[src/rtl/bsg_pkg.sv]
// bsg_pkg: shared types and constants for the BSG serial transmit engine.
// Optional feature macro used by the engine: BSG_TX_PARITY_EN.
package bsg_pkg;

    // Number of payload bits in one serial frame (data1 then data2).
    localparam int FRAME_BITS = 16;

    // Bit positions inside the 5-bit status word returned to BSG_CONTROL[7:3].
    localparam int ST_BUSY = 0;
    localparam int ST_DONE = 1;
    localparam int ST_ERR  = 2;

    // Frame phase; the encoding is what appears on status[4:3].
    typedef enum logic [1:0] {
        IDLE   = 2'd0,
        SHIFT  = 2'd1,
        PARITY = 2'd2,
        STOP   = 2'd3
    } state_e;

    // Even parity of a full frame word.
    function automatic logic even_parity(input logic [FRAME_BITS-1:0] word);
        return ^word;
    endfunction

endpackage

[src/rtl/bsg_tx_serializer_if.sv]
// bsg_tx_serializer_if: register-block side bundle of the serial transmit engine.
interface bsg_tx_serializer_if;

    // tx_enable is a level, not a valid/ready pair: the engine starts one
    // frame per low-to-high transition seen in IDLE, keeps sending while it
    // stays high, and aborts the frame if it is seen low mid-frame.  data1 and
    // data2 only need to be stable on the cycle the frame starts.  There is no
    // back-pressure; the register block watches status (BUSY/DONE/ERR).
    logic       tx_enable;
    logic [7:0] data1;
    logic [7:0] data2;
    logic [4:0] status;
    logic       tx_data;
    logic       tx_clk;
    logic       tx_frame;

    // Register block side.
    modport master (
        output tx_enable, data1, data2,
        input  status, tx_data, tx_clk, tx_frame
    );

    // Serializer side.
    modport slave (
        input  tx_enable, data1, data2,
        output status, tx_data, tx_clk, tx_frame
    );

endinterface

[src/rtl/bsg_baud_cnt.sv]
// bsg_baud_cnt: bit-period counter; bit_tick marks the last cycle of a bit time.
module bsg_baud_cnt #(
    parameter int CLK_DIV = 4
) (
    input  logic clk,
    input  logic rst_n,
    input  logic restart,
    output logic bit_tick
);

    localparam int CW = (CLK_DIV > 1) ? $clog2(CLK_DIV) : 1;
    localparam logic [CW-1:0] LAST = CW'(CLK_DIV - 1);

    logic [CW-1:0] cnt_q;
    logic [CW-1:0] cnt_d;

    // Next count: restart forces the first cycle of a bit, otherwise wrap at LAST.
    always_comb begin
        cnt_d = cnt_q;
        if (restart) begin
            cnt_d = '0;
        end else if (cnt_q == LAST) begin
            cnt_d = '0;
        end else begin
            cnt_d = cnt_q + CW'(1);
        end
    end

    // Counter register.
    always_ff @(posedge clk) begin
        if (!rst_n) begin
            cnt_q <= '0;
        end else begin
            cnt_q <= cnt_d;
        end
    end

    assign bit_tick = (cnt_q == LAST);

endmodule

[src/rtl/bsg_tx_serializer.sv]
// bsg_tx_serializer: shifts {data1,data2} out MSB first as a 16-bit serial frame,
// followed by an optional even-parity bit (macro BSG_TX_PARITY_EN) and a stop bit.
// CLK_DIV (2..256) sets the number of clk cycles per serial bit.
module bsg_tx_serializer
    import bsg_pkg::*;
#(
    parameter int CLK_DIV = 4
) (
    input  logic                 clk,
    input  logic                 rst_n,
    bsg_tx_serializer_if.slave   bus
);

    localparam logic [3:0] LAST_BIT = 4'(FRAME_BITS - 1);

    state_e                  state_q, state_d;
    logic [FRAME_BITS-1:0]   shreg_q, shreg_d;
    logic [3:0]              bit_cnt_q, bit_cnt_d;
    logic                    en_q, en_d;
    logic                    en_d1_q, en_d1_d;
    logic                    tx_data_q, tx_data_d;
    logic                    tx_clk_q, tx_clk_d;
    logic                    tx_frame_q, tx_frame_d;
    logic                    busy_q, busy_d;
    logic                    done_q, done_d;
    logic                    err_q, err_d;

    logic                    restart;
    logic                    bit_tick;
    logic                    rise;

    bsg_baud_cnt #(.CLK_DIV(CLK_DIV)) u_baud (
        .clk      (clk),
        .rst_n    (rst_n),
        .restart  (restart),
        .bit_tick (bit_tick)
    );

    // Start is a rise of the registered enable, so the input never reaches
    // an output combinationally.
    assign rise = en_q & ~en_d1_q;

    // Frame sequencing and next values of every registered output.  The shift
    // register rotates rather than shifts so that after the last data bit it
    // still holds the full frame word for the parity computation.
    always_comb begin
        state_d    = state_q;
        shreg_d    = shreg_q;
        bit_cnt_d  = bit_cnt_q;
        en_d       = bus.tx_enable;
        en_d1_d    = en_q;
        tx_data_d  = tx_data_q;
        tx_clk_d   = 1'b0;
        tx_frame_d = tx_frame_q;
        busy_d     = busy_q;
        done_d     = done_q;
        err_d      = err_q;
        restart    = 1'b0;

        if (state_q == IDLE) begin
            if (rise) begin
                state_d    = SHIFT;
                shreg_d    = {bus.data1, bus.data2};
                bit_cnt_d  = '0;
                tx_data_d  = bus.data1[7];
                tx_clk_d   = 1'b1;
                tx_frame_d = 1'b1;
                busy_d     = 1'b1;
                done_d     = 1'b0;
                err_d      = 1'b0;
                restart    = 1'b1;
            end
        end else if (!en_q) begin
            // Enable withdrawn mid-frame: drop the frame, flag ERR, keep DONE.
            state_d    = IDLE;
            tx_data_d  = 1'b1;
            tx_frame_d = 1'b0;
            busy_d     = 1'b0;
            err_d      = 1'b1;
        end else if (bit_tick) begin
            tx_clk_d = 1'b1;
            case (state_q)
                SHIFT: begin
                    shreg_d = {shreg_q[FRAME_BITS-2:0], shreg_q[FRAME_BITS-1]};
                    if (bit_cnt_q == LAST_BIT) begin
`ifdef BSG_TX_PARITY_EN
                        state_d   = PARITY;
                        tx_data_d = even_parity(shreg_q);
`else
                        state_d   = STOP;
                        tx_data_d = 1'b1;
`endif
                    end else begin
                        bit_cnt_d = bit_cnt_q + 4'd1;
                        tx_data_d = shreg_q[FRAME_BITS-2];
                    end
                end
                PARITY: begin
                    state_d   = STOP;
                    tx_data_d = 1'b1;
                end
                default: begin
                    // End of STOP: frame complete; a rise landing here is not taken.
                    state_d    = IDLE;
                    tx_data_d  = 1'b1;
                    tx_clk_d   = 1'b0;
                    tx_frame_d = 1'b0;
                    busy_d     = 1'b0;
                    done_d     = 1'b1;
                end
            endcase
        end
    end

    // State and output registers; reset also aborts any frame silently.
    always_ff @(posedge clk) begin
        if (!rst_n) begin
            state_q    <= IDLE;
            shreg_q    <= '0;
            bit_cnt_q  <= '0;
            en_q       <= 1'b0;
            en_d1_q    <= 1'b0;
            tx_data_q  <= 1'b1;
            tx_clk_q   <= 1'b0;
            tx_frame_q <= 1'b0;
            busy_q     <= 1'b0;
            done_q     <= 1'b0;
            err_q      <= 1'b0;
        end else begin
            state_q    <= state_d;
            shreg_q    <= shreg_d;
            bit_cnt_q  <= bit_cnt_d;
            en_q       <= en_d;
            en_d1_q    <= en_d1_d;
            tx_data_q  <= tx_data_d;
            tx_clk_q   <= tx_clk_d;
            tx_frame_q <= tx_frame_d;
            busy_q     <= busy_d;
            done_q     <= done_d;
            err_q      <= err_d;
        end
    end

    // status[4:3] is the FSM phase itself, so the state is visible outside.
    always_comb begin
        bus.status          = '0;
        bus.status[ST_BUSY] = busy_q;
        bus.status[ST_DONE] = done_q;
        bus.status[ST_ERR]  = err_q;
        bus.status[4:3]     = state_q;
    end

    assign bus.tx_data  = tx_data_q;
    assign bus.tx_clk   = tx_clk_q;
    assign bus.tx_frame = tx_frame_q;

endmodule

[src/flat_wrapper.sv]
// flat-port wrapper written by rule: the top's interface ports become plain ports
module bsg_tx_serializer_flat import bsg_pkg::*;
#(
    parameter int CLK_DIV = 4
)
  (clk, rst_n, bus_tx_enable, bus_data1, bus_data2, bus_status, bus_tx_data, bus_tx_clk, bus_tx_frame);
  bsg_tx_serializer_if bus_i ();
  input  logic clk;
  input  logic rst_n;
  input wire logic [$bits(bus_i.tx_enable)-1:0] bus_tx_enable;
  input wire logic [$bits(bus_i.data1)-1:0] bus_data1;
  input wire logic [$bits(bus_i.data2)-1:0] bus_data2;
  output wire logic [$bits(bus_i.status)-1:0] bus_status;
  output wire logic [$bits(bus_i.tx_data)-1:0] bus_tx_data;
  output wire logic [$bits(bus_i.tx_clk)-1:0] bus_tx_clk;
  output wire logic [$bits(bus_i.tx_frame)-1:0] bus_tx_frame;
  assign bus_i.tx_enable = bus_tx_enable;
  assign bus_i.data1 = bus_data1;
  assign bus_i.data2 = bus_data2;
  assign bus_status = bus_i.status;
  assign bus_tx_data = bus_i.tx_data;
  assign bus_tx_clk = bus_i.tx_clk;
  assign bus_tx_frame = bus_i.tx_frame;
  bsg_tx_serializer #(.CLK_DIV(CLK_DIV)) u_core (.clk(clk), .rst_n(rst_n), .bus(bus_i));
endmodule
[config.mk]
export PLATFORM = sky130hd
export DESIGN_NAME = bsg_tx_serializer_flat
export DESIGN_NICKNAME = d
export VERILOG_FILES = /design/src/rtl/bsg_pkg.sv /design/src/rtl/bsg_tx_serializer_if.sv /design/src/rtl/bsg_baud_cnt.sv /design/src/rtl/bsg_tx_serializer.sv /design/src/flat_wrapper.sv
export SDC_FILE = /design/constraint.sdc
export NUM_CORES = 1
export LEC_CHECK = 0
export BUFFER_PORTS_ARGS = -buffer_cell sky130_fd_sc_hd__buf_4
export CORE_ASPECT_RATIO = 0.5
export CORE_MARGIN = 5
export CORE_UTILIZATION = 49
export CTS_CLUSTER_SIZE = 28
export DETAILED_ROUTE_END_ITERATION = 12
export PLACE_DENSITY = 0.74
export SLEW_MARGIN = 20
export SYNTH_ARGS = -nofsm -noshare
export SYNTH_HDL_FRONTEND = slang
export SYNTH_HIERARCHICAL = 1
export SYNTH_SLANG_ARGS = --single-unit
export TNS_END_PERCENT = 100
[constraint.sdc]
create_clock -name clk -period 1.5 [get_ports clk]
set_input_delay 0.3 -clock clk [delete_from_list [all_inputs] [get_ports clk]]
set_output_delay 0.3 -clock clk [all_outputs]
set_load 0.01 [all_outputs]
-- Word level (Yosys, flattened, before mapping)
Cells that the tools add are included.
- flip-flop bits (word level): 31
- bits of input ports: 19
- output and inout port bits: 8
- logic and storage cells: 81
- add/sub/neg operators: 2
- equal/unequal tests: 11
- multiplexer cells: 41
- bitwise gates (word level): 3
- reductions and logical operators: 13
- operators with widths (kind ; number):
    2-to-1 mux 16 bit ; 5
    2-to-1 mux 1 bit ; 24
    2-to-1 mux 4 bit ; 6
    2-to-1 mux 2 bit ; 5
    AND reduction 4 bit ; 2
    != test 2 x 1 -> 1 bit (second input constant) ; 3
    != test 3 bit (second input constant) ; 2
    AND reduction 3 bit ; 2
    nonzero test 2 bit ; 3
    AND reduction 5 bit ; 1
    adder 4 x 1 -> 4 bit (second input constant) ; 1
    == test 2 bit (second input constant) ; 2
    == test 4 bit (second input constant) ; 1
    != test 4 bit (second input constant) ; 1
    one-hot mux 2 bit (2 select lines) ; 1
    AND reduction 2 bit ; 2
    OR reduction 3 bit ; 1
    adder 2 x 1 -> 2 bit (second input constant) ; 1
    == test 2 x 1 -> 1 bit (second input constant) ; 1
    zero test 2 bit ; 1
    != test 2 bit (second input constant) ; 1
    NOT 1 bit ; 2
    OR reduction 2 bit ; 1
    bitwise AND 1 bit ; 1

-- Longest topological paths before layout
Gate-level depths: netlist of the first run.
- depth in word-level cells: 6
- depth in mapped cells: 8
- mapped depth without buffers: 6

-- By module
The synthesis of the first run kept the hierarchy.
- by module, submodules not included (module ; times used ; cells an instance ; area an instance (µm²) ; sequential area each (µm²)):
    bsg_tx_serializer ; 1 ; 148 ; 1393.8 ; 580.6
    bsg_baud_cnt ; 1 ; 5 ; 80.1 ; 40.0

-- Worst setup path before layout of the first run
Ideal clock, no wire load.
- path kind: register to register
- from: reg u_core.state_q[0]
- to: reg u_core.shreg_q[6]
- library setup time: 0.116 ns
- arrival: 1.563 ns
- data required time: 1.384 ns
- slack: -0.179 ns
- stages on the path, launching flop included: 9
- buffers on the path: 2
- clock period less this slack: 1.679 ns
- cells stage by stage: dfxtp_1 inv_1 ha_1 buf_4 nand3b_1 a21boi_1 buf_2 nand2_1 o211a_1
- longest elaborated chain between the ends: 3
- elaborated cells on any way between the ends: 8
- classes of those cells: 2 x eq/ne; 1 x mux; 5 x reduce/logical
- ends and longest elaborated chain (what ; line ; source):
    start: declaration ; bsg_tx_serializer.sv:16 ; state_e state_q, state_d;
    start signal: assignment ; bsg_tx_serializer.sv:130 ; state_q <= state_d;
    == test 2 x 1 -> 1 bit or zero test 2 bit (tied branches) ; bsg_tx_serializer.sv:82, bsg_tx_serializer.sv:60 ;
    nonzero test 2 bit (no source line) or != test 2 x 1 -> 1 bit (tied branches) ; n/a ;
    AND reduction 4 bit (no source line) ; n/a ;
    end signal: assignment ; bsg_tx_serializer.sv:131 ; shreg_q <= shreg_d;
    end: declaration ; bsg_tx_serializer.sv:17 ; logic [FRAME_BITS-1:0] shreg_q, shreg_d;
Several ways; a longest one is shown, not always the timed one.
A chain may end at the register's enable or synchronous reset.

-- Worst setup path in the final report of the first run
- from: reg u_core.state_q[1]
- to: reg u_core.shreg_q[15]
The elaborated chain is that of the path after synthesis.

==> metrics, run 1 <==
CP Max Fanout 14; layout cells sized above 1 33.9%; Mapped Nets 176; Root Buffer clkbuf_8; first-pass iteration count of the detailed router 2; unrepaired setup endpoints after global routing yes; #FFs+latches synth 31; Nets 211; nature of the critical path startpoint register; setup ws final -0.0326 ns; DIE HEIGHT 48.8 um; Placed Instances 220; final std cells w/o fill 229; measured slew at the worst slew-check pin 0.428 ns; Ys Warns 6; Worst Setup SP u_core/state_q[1]$_SDFFE_PN0P_; Die X 87.6 um; area delta synth->final 32.1%; CP arrival 1.71 ns; status finished with violations; setup violators final 3; Syn Area/Cell 9.63 um2; reported max-cap violation count 0; Vias per Instance 5.21; CTS tree built; Clock Latency Late Sink 0.28 ns; largest net degree at the start of global routing 33; Final ANT Viol Nets 0; I/O Pins 27; initial antenna violation count 0; Hold Vio Cnt, Final 0; failing checks negative setup slack; reg-to-reg slack, setup -0.03 ns; Static Leak 1.05 nW; total global-route track usage 15.6%; dominant cell type by area after synthesis dfxtp_1; Req. time, crit path 1.68 ns; CTS Buf Count 5; Tcrit/Tclk final 102%; pwr dens 1150 mW/mm2; most frequent cells in the layout buf_4, dfxtp_1, nand2_1, mux2i_1, o211a_1; min cycle time layout 1.53 ns; Remaining Overflow, GRT 0; CTS sink cnt 31; share of Yosys cell area claimed by the top area cell type 42.1%; top post-synthesis cells by area dfxtp_1, mux2i_1, o211a_1, nand2_1, ha_1; WS Path Type reg2reg; Design Power 2.24 mW; commonest non-fill, non-tap cell in the layout buf_4; cell count after synthesis 153; RePlAce Congestion 0.785; worst slack at placement -0.0360 ns; final wirelength 2970 um; worst relative slew slack 71.5%; row cnt 14; Achievable Freq 0.652 GHz; Hold WS 0.223 ns; Fin Clk Skew 0.00787 ns; RR Startpoint u_core/state_q[1]$_SDFFE_PN0P_; max-slew violation count 0; via count 1192; min-delay src bus_tx_enable; DRC 0; first-pass GRT wire length 5130 um; Final HPWL DP 2140 um; # port buffers 26; CTS clock-pin slew for the worst setup and hold paths 0.07 ns; post-synthesis instance area 0.00147 mm2; Synth cell types 36; Max VDD drop 0.000782 V; Inserted Diodes 0; Bufs on Longest Clock Path 2; DR WL/cell 13.0 um; Hold Crit Class in2reg; CTS H-tree depth 2; iteration-0 DRC count of the detailed router 29; die area 0.00427 mm2; CP endpoint kind register; initial core utilization 50.1%; sequential-to-total area share from yosys stat 42.1%; Core Area 0.00294 mm2; vias in the first global route 1171
==> synth_stat cells (all sizes together) <==
| cell type | instances |
|---|---|
| a2111oi | 1 |
| a21boi | 3 |
| a21oi | 5 |
| a31oi | 1 |
| and2 | 1 |
| and2b | 1 |
| and3b | 2 |
| and4b | 1 |
| and4bb | 1 |
| buf | 9 |
| clkbuf | 3 |
| dfxtp | 31 |
| ha | 4 |
| inv | 6 |
| mux2i | 16 |
| nand2 | 23 |
| nand2b | 1 |
| nand3 | 2 |
| nand3b | 2 |
| nor2 | 7 |
| nor2b | 2 |
| nor4b | 1 |
| o211a | 16 |
| o21a | 1 |
| o21ai | 5 |
| o221a | 1 |
| o2bb2ai | 1 |
| o31ai | 2 |
| or3 | 1 |
| or4 | 3 |
==> through the flow <==
stage                     TNS (ns)  util [%]  cell area, um2
after floorplan                  0         -            1530
after global placement           0      61.3            1800
after detailed placement   -0.0718      61.3            1800
after CTS                   -0.126      65.8            1940
after global routing         -1.80      66.2            1950
final                      -0.0681      66.2            1950
==> cell families after synthesis <==
family / Yosys count / share of synthesized area (%)
multiplexers: 16 / 10.9
AO/OA/AOI/OAI: 36 / 19.9
flip-flops: 31 / 42.1
adder cells (fa/ha/maj): 4 / 3.40
AND/OR/NAND/NOR: 48 / 17.7
buffers and inverters: 18 / 6.03
==> state kept, by name, summed over array words and instances, names as in the netlist <==
signal / flops
u_core/shreg_q: 16
u_core/done_q: 1
u_core/bit_cnt_q: 4
u_core/en_d1_d: 1
u_core/u_baud/cnt_q: 2
u_core/bus.tx_data: 1
u_core/bus.tx_clk: 1
u_core/state_q: 2
u_core/en_d1_q: 1
u_core/err_q: 1
u_core/busy_q: 1
==> report_power, final <==
part	leakage, nW	switching [mW]	internal (mW)
clock network	0.0612	0.308	0.537
logic	0.734	0.215	0.248
registers	0.255	0.0388	0.889
total	1.05	0.561	1.67
==> what timing repair did <==
| item | 4_1_cts | 5_1_grt |
|---|---|---|
| pin swaps | 0 | 2 |
| setup buffers | 0 | 1 |
| hold buffers | 0 | 0 |
| gates cloned | 0 | 0 |
| resized for setup | 4 | 1 |
| endpoints found under the setup margin | 6 | 22 |
==> path summary, 6_finish.rpt <==
check | endpoint | cells after the start
worst min register to register | u_core/state_q[1]$_SDFFE_PN0P_ | 2
worst max-delay path | u_core/shreg_q[15]$_SDFFE_PN0P_ | 6
worst max register to register | u_core/shreg_q[15]$_SDFFE_PN0P_ | 6
worst min-delay path | u_core/en_d1_d$_SDFF_PN0_ | 2
==> critical path, stage by stage (launching register included) <==
cell and delay [ns]:
dfxtp_2 0.33, inv_2 0.07, ha_4 0.23, buf_4 0.28
mux2i_1 0.30, nand2_1 0.08, o211a_1 0.13
==> layer usage <==
| layer | part of all wire [%] | GRT usage, % |
|---|---|---|
| met1 | 48 | 19.2 |
| met2 | 47 | 24.4 |
| met3 | 3.7 | 5.56 |
| met4 | 1.7 | 6.89 |
| met5 | 0 | 0 |
==> cell type report <==
type,count,area (um2)
multi-input combinational,104,821
tap,40,50.0
timing repair buffer,40,313
inverter,6,22.5
fill,232,996
clock buffer,6,82.6
sequential,31,623
clock inverter,2,35.0
(Power assumes the default switching activity.)
==> inputs of run 2 (changes only) <==
--- a/config.mk
+++ b/config.mk
@@ -12,6 +12,7 @@
 export CTS_CLUSTER_SIZE = 28
 export DETAILED_ROUTE_END_ITERATION = 12
 export PLACE_DENSITY = 0.74
+export RECOVER_POWER = 50
 export SLEW_MARGIN = 20
 export SYNTH_ARGS = -nofsm -noshare
 export SYNTH_HDL_FRONTEND = slang
==> run 2 against run 1 <==
The flow still finishes with violations (negative setup slack). Critical path depth is the same. Count of clock-buffer cells in the layout stayed put. Largest power group unchanged. Wire length barely moved. Maximum frequency hardly changed. Cell area decreased by 0.96%.
==> metrics, run 2 (synthesis gave the netlist of run 1 again) <==
Remaining Overflow, GRT 0 (unchanged); most frequent cells in the layout buf_4, dfxtp_1, nand2_1, mux2i_1, o211a_1; I/O Pins 27 (unchanged); Hold Vio Cnt, Final 0 (unchanged); Static Leak 1.03 nW (-1.8%); Final ANT Viol Nets 0 (unchanged); iteration-0 DRC count of the detailed router 27 (-6.9%); CTS tree built; die area 0.00427 mm2 (unchanged); delay-heaviest family, CP buffers and inverters; via count 1190 (-0.17%); Req. time, crit path 1.68 ns (about the same); first-pass iteration count of the detailed router 2 (unchanged); initial antenna violation count 0 (unchanged); layout cells sized above 1 31.2% (-2.6 points); CTS Buf Count 5 (unchanged); final wirelength 2980 um (about the same); # port buffers 26 (unchanged); commonest non-fill, non-tap cell in the layout buf_4; area delta synth->final 30.8%; DIE HEIGHT 48.8 um (unchanged); Achievable Freq 0.652 GHz (about the same); largest net degree at the start of global routing 33 (unchanged); unrepaired setup endpoints after global routing yes; CTS H-tree depth 2 (unchanged); min cycle time layout 1.53 ns (+0.0000604 ns); CP arrival 1.71 ns (about the same); Tcrit/Tclk final 102% (about the same); Hold Crit Class in2reg; pwr dens 1160 mW/mm2 (+0.61%); Bufs on Longest Clock Path 2 (unchanged); row cnt 14 (unchanged); CTS sink cnt 31 (unchanged); max-slew violation count 0 (unchanged); CP Max Fanout 14 (unchanged); failing checks negative setup slack; max reg flops 16 (unchanged); Worst Setup SP u_core/state_q[1]$_SDFFE_PN0P_; Core Area 0.00294 mm2 (unchanged); worst slack at placement -0.0360 ns (unchanged); worst-path cell chain inv_2, ha_4, buf_4, mux2i_1, nand2_1, o211a_1; Critical-path top delay cell dfxtp_2; reported max-cap violation count 0 (unchanged); total global-route track usage 15.6% (unchanged); RePlAce Congestion 0.785 (unchanged); nature of the critical path startpoint register; Nets 211 (unchanged); first-pass GRT wire length 5130 um (unchanged); initial core utilization 50.1% (unchanged); RR Startpoint u_core/state_q[1]$_SDFFE_PN0P_; setup violators final 3 (unchanged); DR WL/cell 13.0 um (about the same); WS Path Type reg2reg; Final HPWL DP 2140 um (unchanged); vias in the first global route 1171 (unchanged); CP endpoint kind register; Root Buffer clkbuf_8; Reg with most FFs u_core/shreg_q; Vias per Instance 5.20 (-0.17%); DRC 0 (unchanged); Hold WS 0.223 ns (-0.0000230 ns); Placed Area 0.00180 mm2 (unchanged); setup ws final -0.0327 ns (-0.0000604 ns); worst relative slew slack 61.3% (-10 points); status finished with violations; biggest registers after layout u_core/shreg_q x16, u_core/bit_cnt_q x4; Max VDD drop 0.000781 V (about the same); min-delay src bus_tx_enable; CTS clock-pin slew for the worst setup and hold paths 0.07 ns (about the same); Die X 87.6 um (unchanged); final design utilization 65.5% (-0.64 points); Inserted Diodes 0 (unchanged); Fin Clk Skew 0.00806 ns (+0.000188 ns); measured slew at the worst slew-check pin 0.580 ns (+0.153 ns); Clock Latency Late Sink 0.28 ns (about the same); peak per-stage delay on the critical path 0.33 ns (about the same); CP bufs+invs 2 (unchanged); post-layout instance area 0.00193 mm2 (-0.96%)
run 2: cell types whose count changed in the layout (fill, tap and decap cells not counted):
cell	before	now
buf_4	39	34
clkbuf_1	0	5
run 2: layout make-up:
type / instances / area, um2
Fill cell: 239 / 1010
Multi-Input combinational cell: 104 / 821
Sequential cell: 31 / 623
Timing Repair Buffer: 40 / 294
Clock buffer: 6 / 82.6
Tap cell: 40 / 50.0
Clock inverter: 2 / 35.0
Inverter: 6 / 22.5
run 2: where the power goes:
part / switching (mW) / leakage, nW / internal, mW
Sequential: 0.0386 / 0.255 / 0.889
Combinational: 0.215 / 0.714 / 0.240
Clock: 0.307 / 0.0612 / 0.537
Total: 0.561 / 1.03 / 1.67
run 2: worst register-to-register path: cells and delay by family (launching register included):
family,cells,cell delay (ns)
buffers and inverters,2,0.36
AOI/OAI and AO/OA,1,0.13
DFF,1,0.33
and+or+nand+nor,1,0.08
adders and majority gates,1,0.23
muxes,1,0.31
run 2: worst paths after layout:
check / to / slack [ns] / cells after the start
setup / recovery: u_core/shreg_q[15]$_SDFFE_PN0P_ / -0.03 / 6
hold reg to reg: u_core/state_q[1]$_SDFFE_PN0P_ / 0.47 / 2
setup reg to reg: u_core/shreg_q[15]$_SDFFE_PN0P_ / -0.03 / 6
hold / removal: u_core/en_d1_d$_SDFF_PN0_ / 0.22 / 2
run 2: stage by stage:
stage | TNS (ns) | std cells | total power [mW]
5_1_grt | -1.80 | 229 | 2.35
3_3_place_gp | 0 | 220 | 1.38
2_1_floorplan | 0 | 153 | 1.25
4_1_cts | -0.126 | 228 | 2.26
3_5_place_dp | -0.0718 | 220 | 1.39
6_report | -0.0688 | 229 | 2.23
run 2: metal layers:
metal  share of wire (%)  global-route usage [%]  wire length [um]
met5                   0                       0                 0
met4                 1.7                    6.89                51
met3                 3.8                    5.56               112
met2                  47                    24.4              1390
met1                  48                    19.2              1420
run 2: timing repair:
action	in CTS	in global routing
hold endpoints to repair	0	0
gates resized for setup	4	1
setup endpoints to repair	6	22
hold buffers	0	0
setup buffers	0	1
pin swaps	0	2
==> inputs of run 3 (changes only) <==
--- a/config.mk
+++ b/config.mk
@@ -11,11 +11,10 @@
 export CORE_UTILIZATION = 49
 export CTS_CLUSTER_SIZE = 28
 export DETAILED_ROUTE_END_ITERATION = 12
-export PLACE_DENSITY = 0.74
+export PLACE_DENSITY = 0.73
 export RECOVER_POWER = 50
 export SLEW_MARGIN = 20
 export SYNTH_ARGS = -nofsm -noshare
 export SYNTH_HDL_FRONTEND = slang
-export SYNTH_HIERARCHICAL = 1
 export SYNTH_SLANG_ARGS = --single-unit
 export TNS_END_PERCENT = 100
==> run 3 against run 2 <==
The run still ends with negative setup slack left. Sequential power up 2.4%. Die area increased by 2.0%. Critical path depth stayed put. First-iteration DRC count rose by 89%. Critical path type unchanged. Largest power group is now clock. Highest routed layer is now met3.
==> metrics, run 3 <==
status finished with violations; failing checks negative setup slack; Nets 220 (+4.3%); Achievable Freq 0.641 GHz (-1.7%); main flop type after synthesis dfxtp_1; Syn Area/Cell 9.55 um2 (-0.86%); die area 0.00436 mm2 (+2.0%); nature of the critical path startpoint register; final design utilization 68.9% (+3.4 points); most frequent CP cell nand2b_4; Final ANT Viol Nets 0 (unchanged); setup ws final -0.0595 ns (-0.0269 ns); #FFs+latches synth 31 (unchanged); share of Yosys cell area claimed by the top area cell type 41.1% (-0.98 points); sequential-to-total area share from yosys stat 41.1% (-0.98 points); Synth top cells by count dfxtp_1, nor2_1, a211oi_1, mux2i_1; Root Buffer clkbuf_8; worst-path cell chain inv_4, ha_4, nand2b_4, a221oi_4, nand2b_4, o41ai_2; DIE HEIGHT 49.2 um (+0.94%); Tcrit/Tclk final 104% (+1.8 points); first-pass iteration count of the detailed router 4 (+2); top post-synthesis cells by area dfxtp_1, mux2i_1, a211oi_1, nor2_1, ha_1; CTS sink cnt 31 (unchanged); Layout fillers 238 (-0.42%); min-delay src bus_tx_enable; # port buffers 26 (unchanged); Clock Latency Late Sink 0.28 ns (about the same); area delta synth->final 36.1%; Reg with most FFs u_core.shreg_q; Core Area 0.00298 mm2 (+1.2%); worst relative slew slack 74.5% (+13 points); cell count after synthesis 158 (+3.3%); via count 1246 (+4.7%); initial core utilization 50.7% (+0.59 points); FF/Latch Area 626 um2 (+0.40%); I/O Pins 27 (unchanged); min cycle time layout 1.56 ns (+0.0269 ns); Bufs on Longest Clock Path 2 (unchanged); total global-route track usage 16.5% (+0.93 points); Final HPWL DP 2430 um (+13%); Req. time, crit path 1.69 ns (about the same); CP arrival 1.74 ns (+0.03 ns); DRC 0 (unchanged); Hold WS 0.229 ns (+0.00566 ns); CTS tree built; max reg flops 16 (unchanged); number of flops mapped to enable cells by yosys 0 (unchanged); reported max-cap violation count 0 (unchanged); Ys Warns 0 (-6); post-synthesis instance area 0.00151 mm2 (+2.4%); max-slew violation count 0 (unchanged); setup TNS -0.258 ns (-0.189 ns); Max VDD drop 0.000710 V (-9.2%); unrepaired setup endpoints after global routing yes; biggest registers after layout u_core.shreg_q x16, u_core.bit_cnt_q x4; row cnt 14 (unchanged); initial antenna violation count 0 (unchanged); dominant cell type by area after synthesis dfxtp_1; layout cells sized above 1 38.1% (+6.9 points); CP Max Fanout 6 (-8); Critical-path top delay cell a221oi_4; RR Startpoint u_core.state_q[0]$_SDFFE_PN0P_; Die X 88.5 um (+1.1%); largest net degree at the start of global routing 33 (unchanged); iteration-0 DRC count of the detailed router 51 (+89%); peak per-stage delay on the critical path 0.42 ns (+0.09 ns); Inserted Diodes 0 (unchanged); Fin Clk Skew 0.00580 ns (-0.00226 ns); Static Leak 0.893 nW (-13%); cell with the most instances after synthesis dfxtp_1; setup violators final 14 (+11); RePlAce Congestion 0.788 (+0.36%); vias in the first global route 1232 (+5.2%); final wirelength 3330 um (+12%); WS Path Type reg2reg; CTS H-tree depth 2 (unchanged); CTS clock-pin slew for the worst setup and hold paths 0.07 ns (about the same); Remaining Overflow, GRT 0 (unchanged); DR WL/cell 14.1 um (+8.3%); commonest non-fill, non-tap cell in the layout buf_4; CP endpoint kind register; most frequent cells in the layout buf_4, dfxtp_1, nor2_1, mux2i_1, a211oi_1; Hold Crit Class in2reg; Vias per Instance 5.26 (+1.2%); pwr dens 1250 mW/mm2 (+8.5%); Hold Vio Cnt, Final 0 (unchanged); measured slew at the worst slew-check pin 0.383 ns (-0.198 ns); Mapped Nets 182 (+3.4%); Synth async-reset ratio 0% (unchanged); first-pass GRT wire length 5710 um (+11%); Synth cell types 41 (+14%); CTS Buf Count 5 (unchanged); Worst Setup SP u_core.state_q[0]$_SDFFE_PN0P_; multi-input combinational cell area 886 um2 (+7.9%)
==> run 3: worst paths after layout <==
| path | end | slack (ns) | cells after the start |
|---|---|---|---|
| max | u_core.bit_cnt_q[3]$_SDFFE_PN0P_ | -0.06 | 6 |
| min | u_core.en_d1_d$_SDFF_PN0_ | 0.23 | 2 |
| min reg2reg | u_core.u_baud.cnt_q[0]$_SDFF_PP0_ | 0.44 | 1 |
| max reg2reg | u_core.bit_cnt_q[3]$_SDFFE_PN0P_ | -0.06 | 6 |
==> run 3: per-layer routing <==
layer / global-route usage (%) / up-vias / part of all wire [%]
met5: 0 / - / 0
met4: 4.52 / 0 / 0
met3: 4.72 / 0 / 3.5
met2: 26.4 / 27 / 48
met1: 21.6 / 574 / 49
li1: - / 645 / -
==> run 3: critical path, delay by kind of cell (launching register included) <==
family / cells / cell delay [ns]
AOI/OAI and AO/OA: 2 / 0.60
adders and majority gates: 1 / 0.17
buffers and inverters: 1 / 0.05
DFF: 1 / 0.38
and+or+nand+nor: 2 / 0.26
==> run 3: what timing repair did <==
item,4_1_cts,5_1_grt
hold buffers,0,0
buffers inserted,0,1
pin swaps,6,4
resized for setup,2,14
endpoints found under the setup margin,14,25
==> run 3: logic make-up after synthesis <==
family	count (synthesis)	synth area share, %
DFF	31	41.1
and+or+nand+nor	45	16.0
AOI/OAI and AO/OA	41	21.1
muxes	16	10.6
adders and majority gates	5	4.15
buffers and inverters	20	6.97
==> run 3: layout make-up <==
type                       instances  area share (%)
timing repair buffer              45            16.1
sequential                        31            30.5
multi-input combinational        107            43.1
tap                               40            2.44
clock buffer                       6            3.53
clock inverter                     2            2.93
inverter                           6            1.34
==> run 3: stage by stage <==
stage / area, um2 / worst slack [ns] / power (mW) / cells
6_report: 2050 / -0.0595 / 2.57 / 237
5_1_grt: 2050 / -0.138 / 2.70 / 237
4_1_cts: 2000 / -0.0569 / 2.54 / 236
3_5_place_dp: 1860 / -0.0464 / 1.57 / 228
3_3_place_gp: 1860 / -0.0413 / 1.55 / 228
2_1_floorplan: 1560 / -0.0620 / 1.37 / 158
==> run 3: power by group <==
part / internal, mW / leakage [nW] / switching [mW]
registers: 0.901 / 0.255 / 0.0485
logic: 0.334 / 0.572 / 0.317
clock network: 0.664 / 0.0654 / 0.307
total: 1.90 / 0.893 / 0.673
